File: src/rtl/oled_spi_capture.sv
// OLED SPI receive-side decoder: oversamples cs/sclk/sdin/d_cn,
// rebuilds command bytes and RGB565 pixels, tracks frames and checksums.
module oled_spi_capture #(
  parameter int WIDTH  = 96,
  parameter int HEIGHT = 64
) (
  input  logic        clk,
  input  logic        reset,
  input  logic        cs,
  input  logic        sclk,
  input  logic        sdin,
  input  logic        d_cn,
  output logic        cmd_valid,
  output logic [7:0]  cmd_byte,
  output logic        pix_valid,
  output logic [12:0] pix_index,
  output logic [15:0] pix_data,
  output logic        frame_done,
  output logic [15:0] frame_sum,
  output logic        byte_abort
);

  localparam int N = WIDTH * HEIGHT;
  localparam logic [12:0] LAST = 13'(N - 1);

  localparam logic [0:0] ST_HIGH = 1'b0;
  localparam logic [0:0] ST_LOW  = 1'b1;

  logic r_cs_s1, r_cs_s2;
  logic r_sclk_s1, r_sclk_s2, r_sclk_s3;
  logic r_sdin_s1, r_sdin_s2;
  logic r_dcn_s1, r_dcn_s2;

  logic [7:0]  r_shift;
  logic [2:0]  r_bitcnt;
  logic [0:0]  r_phase;
  logic [7:0]  r_stage;
  logic [12:0] r_ptr;
  logic [15:0] r_acc;

  logic        w_rise;
  logic        w_byte_done;
  logic        w_abort;
  logic [7:0]  w_byte;
  logic [15:0] w_word;
  logic [15:0] w_sum;

  assign w_rise      = r_sclk_s2 & ~r_sclk_s3 & ~r_cs_s2;
  assign w_byte_done = w_rise & (r_bitcnt == 3'd7);
  assign w_abort     = r_cs_s2 & (r_bitcnt != 3'd0);
  assign w_byte      = {r_shift[6:0], r_sdin_s2};
  assign w_word      = {r_stage, w_byte};
  assign w_sum       = r_acc + w_word;

  // Two-flop synchronisers; cs idles high so it resets deasserted.
  always_ff @(posedge clk) begin
    if (reset) begin
      r_cs_s1   <= 1'b1;
      r_cs_s2   <= 1'b1;
      r_sclk_s1 <= 1'b0;
      r_sclk_s2 <= 1'b0;
      r_sclk_s3 <= 1'b0;
      r_sdin_s1 <= 1'b0;
      r_sdin_s2 <= 1'b0;
      r_dcn_s1  <= 1'b0;
      r_dcn_s2  <= 1'b0;
    end else begin
      r_cs_s1   <= cs;
      r_cs_s2   <= r_cs_s1;
      r_sclk_s1 <= sclk;
      r_sclk_s2 <= r_sclk_s1;
      r_sclk_s3 <= r_sclk_s2;
      r_sdin_s1 <= sdin;
      r_sdin_s2 <= r_sdin_s1;
      r_dcn_s1  <= d_cn;
      r_dcn_s2  <= r_dcn_s1;
    end
  end

  // Bit shifter; a deselected bus holds the bit counter at zero.
  always_ff @(posedge clk) begin
    if (reset) begin
      r_shift  <= 8'd0;
      r_bitcnt <= 3'd0;
    end else if (r_cs_s2) begin
      r_bitcnt <= 3'd0;
    end else if (w_rise) begin
      r_shift  <= w_byte;
      r_bitcnt <= r_bitcnt + 3'd1;
    end
  end

  // Partial byte lost when cs rises before the eighth bit.
  always_ff @(posedge clk) begin
    if (reset) byte_abort <= 1'b0;
    else       byte_abort <= w_abort;
  end

  // Byte classifier, pixel half-word FSM, pointer and checksum.
  always_ff @(posedge clk) begin
    if (reset) begin
      cmd_valid  <= 1'b0;
      cmd_byte   <= 8'd0;
      pix_valid  <= 1'b0;
      pix_index  <= 13'd0;
      pix_data   <= 16'd0;
      frame_done <= 1'b0;
      frame_sum  <= 16'd0;
      r_phase    <= ST_HIGH;
      r_stage    <= 8'd0;
      r_ptr      <= 13'd0;
      r_acc      <= 16'd0;
    end else begin
      cmd_valid  <= 1'b0;
      pix_valid  <= 1'b0;
      frame_done <= 1'b0;
      if (w_byte_done) begin
        if (!r_dcn_s2) begin
          cmd_byte  <= w_byte;
          cmd_valid <= 1'b1;
          r_ptr     <= 13'd0;
          r_phase   <= ST_HIGH;
          r_acc     <= 16'd0;
        end else begin
          case (r_phase)
            ST_HIGH: begin
              r_stage <= w_byte;
              r_phase <= ST_LOW;
            end
            default: begin
              pix_data  <= w_word;
              pix_index <= r_ptr;
              pix_valid <= 1'b1;
              r_phase   <= ST_HIGH;
              if (r_ptr == LAST) begin
                r_ptr      <= 13'd0;
                frame_done <= 1'b1;
                frame_sum  <= w_sum;
                r_acc      <= 16'd0;
              end else begin
                r_ptr <= r_ptr + 13'd1;
                r_acc <= w_sum;
              end
            end
          endcase
        end
      end
    end
  end

endmodule

File: config.mk
export PLATFORM = sky130hd
export DESIGN_NAME = oled_spi_capture
export DESIGN_NICKNAME = d
export VERILOG_FILES = /design/src/rtl/oled_spi_capture.sv
export SDC_FILE = /design/constraint.sdc
export NUM_CORES = 1
export LEC_CHECK = 0
export CORE_MARGIN = 5
export CORE_UTILIZATION = 63
export CTS_CLUSTER_SIZE = 10
export DETAILED_ROUTE_END_ITERATION = 8
export DONT_BUFFER_PORTS = 1
export PLACE_DENSITY = 0.79
export SLEW_MARGIN = 30
export SYNTH_ARGS = -nofsm -noshare
export SYNTH_HDL_FRONTEND = slang
export SYNTH_SLANG_ARGS = --single-unit
File: constraint.sdc
create_clock -name clk -period 3.3 [get_ports clk]
set_clock_uncertainty 0.1 [all_clocks]
set_input_delay 0.99 -clock clk [delete_from_list [all_inputs] [get_ports clk]]
set_output_delay 0.99 -clock clk [all_outputs]
set_load 0.02 [all_outputs]
==> reports/metrics.yaml <==
status: "finished, final reports clean"
cts_made_buffers: 17
finalSetupViolations: 0
seq_area_frac_synth: 0.468
dieArea_sq_mm: 0.00960
clkLatencyLatePin_ns: 0.51
synthMostInstantiatedCell: "nand2_1"
arrival_ns: 2.94
instances_no_fill: 683
hold_violations: 0
synthDistinctLibCells: 52
cp_slowest_stage_delay_ns: 0.41
synth_seq_cells: 114
n_antenna_cell: 0
routed_wl_mm: 11.5
setup_slack_ns: 0.677
async_flop_share: 0
crit_chain: "ha_1, fa_1, a21o_1, a311o_1, and2_1, a221o_1, o311ai_1"
dp_hpwl_mm: 7.87
path_clk_slew_ns: 0.05
p_per_area_mw_per_mm2: 560
num_io_pins: 63
leakagePower_nw: 2.03
num-fill-cells: 586
final_area_sq_mm: 0.00547
grt_pass1_wl_mm: 19.1
syn_area_sq_mm: 0.00488
numPlacedInstances: 652
grt_overflow: 0
max_freq_mhz: 381
start_util: 0.638
row_count: 32
post-cts-setup-buffers: 0
finalCritPeriodShare: 0.795
cts_tree: "done"
place.gp.congestion: 0.870
clkSinkCount: 114
cp_max_fo: 5
critical_path_class: "register to register"
worst_ep_required_time_ns: 3.62
antenna_found_initial: 0
antenna_left: 0
wl_per_cell_um: 16.9
synth_edf_count: 0
dp_worst_setup_slack_ns: 0.690
netlist_instances: 574
grt_pass1_vias: 3939
num_vias: 4044
die_w_um: 98.0
setup_tns_ns: 0
root_buffer: "clkbuf_8"
synthFlopType: "dfxtp_1"
yosysTopAreaCell: "dfxtp_1"
grt_max_degree: 91
io_buffers: 0
period_needed_ns: 2.62
ir_drop_mv: 0.367
totalPowerFinal_w: 0.00306
maxSlewHeadroom: 0.502
worst_pin_slew_ns: 0.744
dpl_cell_area_sq_mm: 0.00493
cts.path.max_buffers: 2
slew_violations: 0
drv_cap: 0
crit_slowest_cell: "fa_1"
first_iter_violations: 232
track_usage: 0.246
cts_resized: 0
yosys.area.top_type_share: 0.468
cts-hold-fix-buffers: 0
dieHeight_um: 98.0
critPathCaptureType: "register"
syn_avg_cell_area_sq_um: 8.50
h-tree-depth: 4
drive_gt1_frac: 0.0809
yosysWarnings: 0
synth_nets: 600
nets: 595
via_per_inst: 5.92
synth_commonest_cells: "nand2_1, dfxtp_1, a21oi_1"
cp-start-kind: "register"
drc: 0
core_sq_mm: 0.00765
rsz0062_at_grt: "no"
areaGrowthSynthToFinish_pct: 12.2
hold_class: "register to register"
dr.pass1.iters: 4
yosys-top-cells-area: "dfxtp_1, nand2_1, a21oi_1"
==> worst paths after layout <==
kind / slack [ns] / to / cells past startpoint / from
setup / recovery: 0.68 / frame_sum[14] / 7 / r_sdin_s2
hold / removal: 0.32 / r_cs_s2 / 1 / r_cs_s1
setup reg to reg: 0.68 / frame_sum[14] / 7 / r_sdin_s2
hold reg to reg: 0.32 / r_cs_s2 / 1 / r_cs_s1
==> layout by cell type, fill, tap and decap left out, drive strengths merged, types with 11 or more instances in the layout <==
cell type and count:
dfxtp 114, ha 19, nor2 26, a22o 11
nand3 23, o21ai 37, xnor2 11, nand2 117
clkbuf 20, a21oi 77
==> kinds of logic after synthesis <==
family,after synthesis,synth area share
AO/OA/AOI/OAI,159,0.194
multiplexers,10,0.0205
AND/OR/NAND/NOR,214,0.200
adder cells (fa/ha/maj),20,0.0528
buffers and inverters,40,0.0341
XOR/XNOR,17,0.0305
flip-flops,114,0.468
==> worst max-delay path: cells and delay by family, from the launching register on <==
| family | cells | cell delay [ns] |
|---|---|---|
| and+or+nand+nor | 1 | 0.23 |
| adders and majority gates | 2 | 0.65 |
| AOI/OAI and AO/OA | 4 | 1.21 |
| DFF | 1 | 0.35 |
==> registers in the layout, indices dropped and copies added (netlist names), 3 cells and up <==
register	cells
r_stage	8
r_bitcnt	3
r_shift	7
frame_sum	16
r_ptr	13
cmd_byte	8
pix_index	13
pix_data	16
r_acc	16
==> area by class of cell <==
class | count | area, sq um | area share
multi-input combinational | 420 | 2430 | 0.444
tap | 102 | 128 | 0.0233
sequential | 114 | 2280 | 0.417
clock inverter | 11 | 115 | 0.0210
inverter | 7 | 26.3 | 0.00480
clock buffer | 20 | 425 | 0.0777
timing repair buffer | 9 | 67.6 | 0.0123
==> through the flow <==
| stage | util | hold slack (ns) |
|---|---|---|
| final | 0.716 | 0.319 |
| after global routing | 0.716 | 0.343 |
| after CTS | 0.716 | 0.323 |
| after detailed placement | 0.645 | 0.298 |
| after global placement | 0.645 | 0.302 |
| after floorplan | - | 0.289 |
==> report_power, final <==
group          internal [W]  switching (W)   total, W
sequential          0.00138     0.00000424    0.00139
combinational    0.00000732      0.0000134  0.0000207
clock               0.00106       0.000597    0.00166
==> routing by layer <==
metal	vias to the layer above	global-route usage	part of all wire
li1	2002	-	-
met3	23	0.0714	0.068
met5	-	0	0
met4	0	0.106	0.021
met2	129	0.392	0.47
met1	1890	0.311	0.44
Note: power is estimated with default switching activity, not from simulation.
